<file path="config.mk">
export PLATFORM = sky130hd
export DESIGN_NAME = secure_mem_reader
export DESIGN_NICKNAME = d
export VERILOG_FILES = /design/src/rtl/secure_mem_reader.sv
export SDC_FILE = /design/constraint.sdc
export NUM_CORES = 1
export LEC_CHECK = 0
export BUFFER_PORTS_ARGS = -buffer_cell sky130_fd_sc_hd__buf_2
export CAP_MARGIN = 40
export CORE_MARGIN = 5
export CORE_UTILIZATION = 40
export CTS_CLUSTER_DIAMETER = 60
export DETAILED_ROUTE_END_ITERATION = 10
export SLEW_MARGIN = 40
export SYNTH_ARGS = -nofsm -noshare
export SYNTH_HDL_FRONTEND = slang
export SYNTH_SLANG_ARGS = --single-unit
export TNS_END_PERCENT = 100
</file>
<file path="constraint.sdc">
create_clock -name clk -period 2.5 [get_ports clk]
set_clock_uncertainty 0.1 [all_clocks]
set_input_delay 0.375 -clock clk [delete_from_list [all_inputs] [get_ports clk]]
set_output_delay 0.375 -clock clk [all_outputs]
set_load 0.05 [all_outputs]
</file>
<file path="src/rtl/secure_mem_reader.sv">
// secure_mem_reader: load-side reader for the encrypted data memory.
// It checks the access key and then fetches one word over a read port that allows
// only one read in flight. Words at secure addresses are decrypted by a restoring
// divide-by-3, one quotient bit per cycle, followed by removal of the offset.
// Optional feature macro: SEC_READ_TIMEOUT_EN. When it is defined, the wait for
// memory is bounded and ends with an error response if no data arrives.
module secure_mem_reader #(
  parameter logic [9:0]  SECURE_BASE    = 10'd128,
  parameter logic [15:0] ACCESS_KEY     = 16'h0032,
  parameter logic [31:0] ENC_OFFSET     = 32'd142
`ifdef SEC_READ_TIMEOUT_EN
  ,
  parameter int          TIMEOUT_CYCLES = 64
`endif
) (
  input  logic        clk,
  input  logic        rst,
  input  logic        req_valid,
  output logic        req_ready,
  input  logic [9:0]  req_addr,
  input  logic [15:0] req_key,
  output logic        mem_rd_en,
  output logic [9:0]  mem_addr,
  input  logic        mem_rd_valid,
  input  logic [31:0] mem_rd_data,
  output logic        rsp_valid,
  input  logic        rsp_ready,
  output logic [31:0] rsp_data,
  output logic        rsp_err,
  output logic        busy
);

  typedef enum logic [2:0] {IDLE, MEM_REQ, MEM_WAIT, DIVIDE, RESP} state_t;

  state_t      state, state_nxt;
  logic [9:0]  addr_q;
  logic [31:0] dvd_q;      // holds the dividend and collects quotient bits from the LSB end
  logic [1:0]  rem_q;      // the remainder of a division by 3 is always below 3
  logic [4:0]  div_cnt;
  logic [31:0] rsp_data_q;
  logic        rsp_err_q;

  logic        key_ok;
  logic        is_secure;
  logic        div_last;
  logic [2:0]  trial;
  logic [2:0]  trial_sub;
  logic        q_bit;
  logic [1:0]  rem_nxt;
  logic        timeout_hit;

  assign key_ok    = (req_key == ACCESS_KEY);
  assign is_secure = (addr_q > SECURE_BASE);
  assign div_last  = (div_cnt == 5'd31);

  // One restoring step: bring down the next dividend bit and subtract 3 if it fits.
  assign trial     = {rem_q, dvd_q[31]};
  assign trial_sub = trial - 3'd3;
  assign q_bit     = (trial >= 3'd3);
  assign rem_nxt   = q_bit ? trial_sub[1:0] : trial[1:0];

`ifdef SEC_READ_TIMEOUT_EN
  localparam int TW = $clog2(TIMEOUT_CYCLES);
  logic [TW-1:0] wait_cnt;

  // The limit is reached on the last of TIMEOUT_CYCLES cycles spent in MEM_WAIT.
  assign timeout_hit = (wait_cnt == TW'(TIMEOUT_CYCLES - 1));

  // Count cycles spent in MEM_WAIT. The count restarts whenever a read is issued.
  always_ff @(posedge clk or posedge rst) begin
    if (rst) begin
      wait_cnt <= '0;
    end else if (state == MEM_REQ) begin
      wait_cnt <= '0;
    end else if (state == MEM_WAIT) begin
      wait_cnt <= wait_cnt + 1'b1;
    end
  end
`else
  assign timeout_hit = 1'b0;
`endif

  // State register.
  always_ff @(posedge clk or posedge rst) begin
    // NOTE: sequential state uses non-blocking assignments, so every flop samples values from before the edge.
    if (rst) state <= IDLE;
    else     state <= state_nxt;
  end

  // Next-state logic and state-decoded outputs.
  always_comb begin
    // NOTE: every signal gets a default first, so no path through the case can leave it unassigned and infer a latch.
    state_nxt = state;
    req_ready = 1'b0;
    mem_rd_en = 1'b0;
    rsp_valid = 1'b0;
    busy      = 1'b1;
    case (state)
      IDLE: begin
        req_ready = 1'b1;
        busy      = 1'b0;
        if (req_valid) state_nxt = key_ok ? MEM_REQ : RESP;
      end
      MEM_REQ: begin
        mem_rd_en = 1'b1;
        state_nxt = MEM_WAIT;
      end
      MEM_WAIT: begin
        // If data and the timeout arrive in the same cycle, the data wins.
        if (mem_rd_valid)     state_nxt = is_secure ? DIVIDE : RESP;
        else if (timeout_hit) state_nxt = RESP;
      end
      DIVIDE: begin
        if (div_last) state_nxt = RESP;
      end
      RESP: begin
        rsp_valid = 1'b1;
        if (rsp_ready) state_nxt = IDLE;
      end
      default: state_nxt = IDLE;
    endcase
  end

  // Datapath: capture the address, load the divider, run it, and build the response.
  always_ff @(posedge clk or posedge rst) begin
    if (rst) begin
      addr_q     <= '0;
      dvd_q      <= '0;
      rem_q      <= '0;
      div_cnt    <= '0;
      rsp_data_q <= '0;
      rsp_err_q  <= 1'b0;
    end else begin
      case (state)
        IDLE: begin
          if (req_valid) begin
            addr_q     <= req_addr;
            rsp_err_q  <= ~key_ok;
            rsp_data_q <= '0;
          end
        end
        MEM_REQ: begin
          rem_q   <= '0;
          div_cnt <= '0;
        end
        MEM_WAIT: begin
          if (mem_rd_valid) begin
            if (is_secure) dvd_q      <= mem_rd_data;
            else           rsp_data_q <= mem_rd_data;
          end else if (timeout_hit) begin
            rsp_err_q  <= 1'b1;
            rsp_data_q <= '0;
          end
        end
        DIVIDE: begin
          dvd_q   <= {dvd_q[30:0], q_bit};
          rem_q   <= rem_nxt;
          div_cnt <= div_cnt + 5'd1;
          // The offset is removed modulo 2^32. A wrap is the intended result, not an error.
          if (div_last) rsp_data_q <= {dvd_q[30:0], q_bit} - ENC_OFFSET;
        end
        RESP: begin
          if (rsp_ready) rsp_err_q <= 1'b0;
        end
        default: ;
      endcase
    end
  end

  assign mem_addr = addr_q;
  assign rsp_data = rsp_data_q;
  assign rsp_err  = rsp_err_q;

endmodule

</file>
# Word level (Yosys, flattened, before mapping)

Index checks and enable logic that the tools add are counted.

Memories kept: 0
Logic and storage cells: 60
Flip-flop bits (word level): 85
Bits in read-only memories: 0
Input port bits: 63
Bits in latches: 0
Output and inout bits: 47
Bits in writable memories: 0

Multipliers: 0
Add/subtract/negate cells: 3
Reduce and logical (&&, ||, !) cells: 10
Eq/ne operators: 12
Div/mod/pow operators: 0
Magnitude comparators: 2
Shift operators: 0
Bitwise gates (word level): 1
Muxes and demuxes: 25

Operators by type and width:

| kind                  | number |
|---|---|
| $mux 32               | 6 |
| $pmux 32 s3           | 1 |
| $pmux 32 s2           | 1 |
| $sub 32x8->32 const B | 1 |
| $mux 3                | 6 |
| $eq 16x6->1 const B   | 1 |
| $pmux 3 s5            | 1 |
| $ne 2x2->1 const B    | 6 |
| $gt 10x8->1 const B   | 1 |
| $pmux 5 s2            | 1 |
| $eq 3x2->1 const B    | 2 |
| $mux 1                | 6 |
| $reduce_and 3->1      | 2 |
| $reduce_bool 2->1     | 3 |
| $add 5x1->5 const B   | 1 |
| $eq 5x5->1 const B    | 1 |
| $reduce_and 5->1      | 1 |
| $pmux 2 s2            | 1 |
| $reduce_and 4->1      | 1 |
| $eq 3x1->1 const B    | 1 |
| $eq 3x3->1 const B    | 1 |
| $ge 3x2->1 const B    | 1 |
| $logic_not 3->1       | 1 |
| $reduce_bool 3->1     | 1 |
| 5 further kinds       | 5 |

# Longest topological paths before layout

Word-level depth: 4
Depth in mapped cells: 8
Depth with buffers taken out: 7

# Worst setup path before layout

OpenSTA, ideal clock, no wires.

Kind: flip-flop to flip-flop
From: register state[0]
To: register addr_q[0] (netlist: mem_addr[0])
Setup slack: -0.161 ns
Cell stages (with the launch flop): 7
Setup time: 0.125 ns
Required time: 2.275 ns
Buffers on the path: 2
Clock period less this slack: 2.661 ns
Data arrival time: 2.436 ns
Cells stage by stage: dfrtp_1 -> clkbuf_1 -> or3_1 -> inv_1 -> nand2_1 -> clkbuf_1 -> mux2_2

Longest elaborated chain between the ends: 2

Ends and longest elaborated chain:

| element                    | line | source |
|---|---|---|
| start: declaration         | 35   | `state_t state, state_nxt;` |
| start signal: assignment   | 87   | `else state <= state_nxt;` |
| $logic_not 3->1            | 134  | `case (state)` |
| $reduce_and 2->1 (no line) | -    |  |
| end signal: assignment     | 137  | `addr_q <= req_addr;` |
| end: declaration           | 36   | `logic [9:0] addr_q;` |

No other way between the ends.
A chain may end at the register's enable or synchronous reset.

# Worst setup path after layout

From: register dvd_q[9]
To: register rsp_data_q[22] (netlist: rsp_data[22])

Longest elaborated chain between the ends: 3

Ends and longest elaborated chain:

| element                  | line | source |
|---|---|---|
| start: declaration       | 37   | `logic [31:0] dvd_q;` |
| start signal: assignment | 148  | `if (is_secure) dvd_q <= mem_rd_data;` |
| start signal: assignment | 156  | `dvd_q <= {dvd_q[30:0], q_bit};` |
| $sub 32x8->32            | 160  | `if (div_last) rsp_data_q <= {dvd_q[30:0], q_bit} - ENC_OFFSET;` |
| $mux 32                  | 160  |  |
| $pmux 32 s3              | 134  |  |
| end signal: assignment   | 149  | `else rsp_data_q <= mem_rd_data;` |
| end signal: assignment   | 160  |  |
| end: declaration         | 40   | `logic [31:0] rsp_data_q;` |

No other way between the ends. The select of a mux whose other input is x is not followed.

==> report_table.html <==
<table>
<tr><th>Metric</th><th>Value</th></tr>
<tr><th colspan="2">Status</th></tr>
<tr><td>Outcome</td><td>finished with violations</td></tr>
<tr><td>Violated checks</td><td>hold timing, setup timing</td></tr>
<tr><th colspan="2">Floorplan</th></tr>
<tr><td>Starting density of the core</td><td>between 40% and 50%</td></tr>
<tr><td>Placeable core region</td><td>11,500 um^2</td></tr>
<tr><td>Die Outline Area</td><td>14,000 um^2</td></tr>
<tr><td>Chip Width</td><td>118 um</td></tr>
<tr><td>Vert. Die Dim</td><td>approximately 120 um</td></tr>
<tr><td># rows</td><td>39</td></tr>
<tr><td>Top-Level Pins</td><td>110</td></tr>
<tr><th colspan="2">CTS</th></tr>
<tr><td>Depth of the CTS H-tree</td><td>3</td></tr>
<tr><td>Clock Root Buffer</td><td>clkbuf_16</td></tr>
<tr><td>Clock insertion delay at the later pin of the skew report</td><td>0.34 ns</td></tr>
<tr><td>Number of clock sinks seen by CTS</td><td>85</td></tr>
<tr><td>Worst-case clock buffer depth</td><td>2</td></tr>
<tr><td>Clock transition at the registers of the reported paths</td><td>0.06 ns</td></tr>
<tr><td>Quantity of hold-fixing buffers added after cts</td><td>0</td></tr>
<tr><td>Clock tree from TritonCTS</td><td>built</td></tr>
<tr><td>CTS Buf Count</td><td>9</td></tr>
<tr><th colspan="2">Critical path</th></tr>
<tr><td>Category of the most critical setup path</td><td>register to register</td></tr>
<tr><td>Dominant cell type by count on the critical path</td><td>or4_4</td></tr>
<tr><td>Data arrival at the endpoint of the critical path</td><td>2.64 ns</td></tr>
<tr><td>Master of the slowest instance on the critical path</td><td>or4_4</td></tr>
<tr><td>Critical-path cell list</td><td>or4_4 &gt; or4_4 &gt; buf_6 &gt; o41ai_4 &gt; a21oi_2 &gt; a221o_1</td></tr>
<tr><td>CP required</td><td>2.62 ns</td></tr>
<tr><td>Crit path capture type</td><td>register</td></tr>
<tr><td>Worst setup SP type</td><td>register</td></tr>
<tr><td>Worst-case register-to-register setup slack</td><td>-0.02 ns</td></tr>
<tr><td>Delay of the slowest cell on the worst path</td><td>0.62 ns</td></tr>
<tr><td>Worst Path Max Fanout</td><td>6</td></tr>
<tr><th colspan="2">Routing</th></tr>
<tr><td>Via-per-instance ratio</td><td>5.45</td></tr>
<tr><td>Avg WL per Cell</td><td>17.5 um</td></tr>
<tr><td>Number of violations reported at the end of detailed-routing iteration 0</td><td>around 170</td></tr>
<tr><td>Drt first pass iters</td><td>4</td></tr>
<tr><td>WL final</td><td>about 13,000 um</td></tr>
<tr><td>Detailed-route via count</td><td>4,140</td></tr>
<tr><td>Remaining antenna violation count after routing</td><td>0</td></tr>
<tr><td>Residual DRC</td><td>0</td></tr>
<tr><th colspan="2">Synth</th></tr>
<tr><td>Post-Synthesis Mean Instance Area</td><td>9.60 um^2</td></tr>
<tr><td>Dominant synthesized flop cell</td><td>dfrtp_1</td></tr>
<tr><td>Flip-flop and latch count after synthesis</td><td>85</td></tr>
<tr><td>Number of instances in the synthesized netlist</td><td>slightly below 500</td></tr>
<tr><td>Top area cells in the synthesized netlist</td><td>dfrtp_1 45%, mux2_2 10%, nand2_1 8.7%, xnor2_1 4.1%, nand3_1 2.1%</td></tr>
<tr><td>Async S/R FF share, synth</td><td>100%</td></tr>
<tr><td>Syn Nets</td><td>555</td></tr>
<tr><td>Number of enable-type register cells in the synthesized netlist</td><td>0</td></tr>
<tr><td>Netlist Area Pre-Place</td><td>4680 um^2</td></tr>
<tr><td>Post-synth top area share</td><td>45.4%</td></tr>
<tr><td>Biggest area consumer among synthesized cells</td><td>dfrtp_1</td></tr>
<tr><td>Proportion of synthesized chip area in sequential cells</td><td>45.4%</td></tr>
<tr><td>Library cells used by synthesis</td><td>between 50 and 60</td></tr>
<tr><td>Count of yosys warnings during synthesis</td><td>0</td></tr>
<tr><th colspan="2">Pwr</th></tr>
<tr><td>Clock network power share</td><td>43.3%</td></tr>
<tr><td>Power density relative to cell area</td><td>565 nW/um^2</td></tr>
<tr><td>Pint</td><td>between 2 and 2.5 mW</td></tr>
<tr><td>Leakage Power</td><td>2.79 nW</td></tr>
<tr><td>Combinational power share</td><td>13.7%</td></tr>
<tr><td>Net Switching</td><td>0.896 mW</td></tr>
<tr><td>Seq pwr share</td><td>between 40% and 50%</td></tr>
<tr><td>Switching share of power</td><td>26.5%</td></tr>
<tr><td>Worst-case vdd ir drop</td><td>0.458 mV</td></tr>
<tr><td>Total power after layout</td><td>3.38 mW</td></tr>
<tr><th colspan="2">Place</th></tr>
<tr><td>Weighted congestion at the end of routability-driven global placement</td><td>0.786</td></tr>
<tr><td>Buffers on Ports</td><td>about 110</td></tr>
<tr><td>Post-place instance area</td><td>around 5500 um^2</td></tr>
<tr><td>Sum of net half-perimeters after detailed placement</td><td>9050 um</td></tr>
<tr><td>Worst slack at placement</td><td>0.0564 ns</td></tr>
<tr><th colspan="2">Hold path</th></tr>
<tr><td>Class of the worst hold path</td><td>primary input to async pin</td></tr>
<tr><th colspan="2">Layout</th></tr>
<tr><td>Post-Layout Inst Area</td><td>5980 um^2</td></tr>
<tr><td>Ratio of cells with drive above 1 in the final layout</td><td>between 30% and 40%</td></tr>
<tr><td>Commonest cells after routing, fill and taps aside</td><td>109 x buf_2, 108 x nand2_1, 85 x dfrtp_1, 42 x mux2_2, 29 x buf_4</td></tr>
<tr><td>Layout area overhead</td><td>27.7%</td></tr>
<tr><td>Diode insertion count for antenna repair</td><td>0</td></tr>
<tr><td>Final layout net count</td><td>about 680</td></tr>
<tr><td>Most common cell after layout, fill and taps aside</td><td>buf_2</td></tr>
<tr><th colspan="2">STA</th></tr>
<tr><td>Achievable Freq</td><td>397 MHz</td></tr>
<tr><td>Setup-violating endpoint count in the final report</td><td>1</td></tr>
<tr><td>Post-Route Setup TNS</td><td>-0.0193 ns</td></tr>
<tr><td>Clock period minus final worst setup slack</td><td>roughly 2.5 ns</td></tr>
<tr><td>Portion of the clock cycle consumed by the worst path in the final layout</td><td>101%</td></tr>
<tr><td>Final Max Tran Viols</td><td>0</td></tr>
<tr><td>Unrepaired setup endpoints after global routing</td><td>yes</td></tr>
<tr><td>Hold Violations, Final</td><td>24</td></tr>
<tr><td>Hold Worst Slack</td><td>-0.00715 ns</td></tr>
<tr><td>Slew HR</td><td>48.0%</td></tr>
<tr><td>Slack of the critical path</td><td>-0.0193 ns</td></tr>
<tr><td>Slew at the pin closest to its max-slew limit</td><td>0.780 ns</td></tr>
<tr><th colspan="2">Global route</th></tr>
<tr><td>First-pass GRT wire length</td><td>21,800 um</td></tr>
<tr><td>Vias in the first global route</td><td>4,235</td></tr>
<tr><td>Total global routing track utilization</td><td>18.9%</td></tr>
<tr><td>Sum of overflow across all layers after global routing</td><td>0</td></tr>
<tr><td>Antenna violations before repair</td><td>0</td></tr>
<tr><td>Largest net degree at the start of global routing</td><td>62</td></tr>
<tr><th colspan="2">Job</th></tr>
<tr><td>Max cap viols</td><td>0</td></tr>
</table>
## synthesized netlist by cell type, drive strengths merged (5+ instances only)
cell	number
a21oi	16
nor4	12
dfrtp	85
o211ai	8
xnor2	22
or4	5
o21ai	23
a32oi	9
buf	6
mux2	42
clkbuf	25
nor4b	5
nor3	13
nand2	108
nor2	17
nand3	20
or3	9
inv	9
## flip-flops by register name (all words and copies together) (netlist names)
name      count
div_cnt       5
dvd_q        32
mem_addr     10
rem_q         2
rsp_data     32
rsp_err       1
state         3
## power by group through the flow
stage,logic (mW),registers (mW),clock network (mW)
final,0.464,1.45,1.46
after global routing,0.499,1.46,1.56
after CTS,0.469,1.45,1.50
after detailed placement,0.468,1.48,0
after global placement,0.465,1.48,0
after floorplan,0.164,1.61,0
## metal layers
metal | wire length (um) | part of all wire (%) | up-vias | track usage [%]
met5 | 0 | 0 | - | 0
met2 | 6280 | 47 | 126 | 30.3
li1 | - | - | 1989 | -
met3 | 867 | 6.5 | 17 | 5.83
met4 | 202 | 1.5 | 0 | 4.52
met1 | 5930 | 45 | 2008 | 25.2
## what timing repair did
item | CTS | global route
gates resized for setup | 0 | 16
setup endpoints to repair | 0 | 5
setup buffers | 0 | 6
## path summary, 6_finish.rpt
path,startpoint,end,cells past startpoint
max,dvd_q[9],rsp_data[22],6
min,rst,mem_addr[3],2
max reg2reg,dvd_q[9],rsp_data[22],6
min reg2reg,rsp_data[3],rsp_data[3],1
max in group asynchronous,rst,dvd_q[6],3
min in group clk,mem_rd_data[10],rsp_data[10],3
## stage by stage
step           cells  utilization [%]
3_5_place_dp     737             48.2
5_1_grt          759             52.2
4_1_cts          753             51.0
6_report         759             52.2
3_3_place_gp     737             48.2
2_1_floorplan    488                -
## kinds of logic after synthesis
logic type,count (synthesis),synth area share (%)
AND/OR/NAND/NOR,203,21.8
AO/OA/AOI/OAI,87,13.0
flip-flops,85,45.4
multiplexers,45,10.7
buffers and inverters,40,3.55
XOR/XNOR,24,4.49
adder cells (fa/ha/maj),4,1.07
## final cells by class
| type | instances | area [um^2] |
|---|---|---|
| clock buffers | 12 | 256 |
| clock inverters | 4 | 70.1 |
| fillers | 1057 | 5490 |
| inverters | 9 | 37.5 |
| multi-input cells | 363 | 2470 |
| flip-flops and latches | 85 | 2130 |
| well taps | 143 | 179 |
| repair buffers | 143 | 837 |
## worst max-delay path: cells and delay by family, from the launching register on
kind | cells | cell delay (ns)
AO/OA/AOI/OAI | 3 | 0.63
buffers and inverters | 1 | 0.16
flip-flops | 1 | 0.37
AND/OR/NAND/NOR | 2 | 1.16
Power figures use the tool's default switching activity.
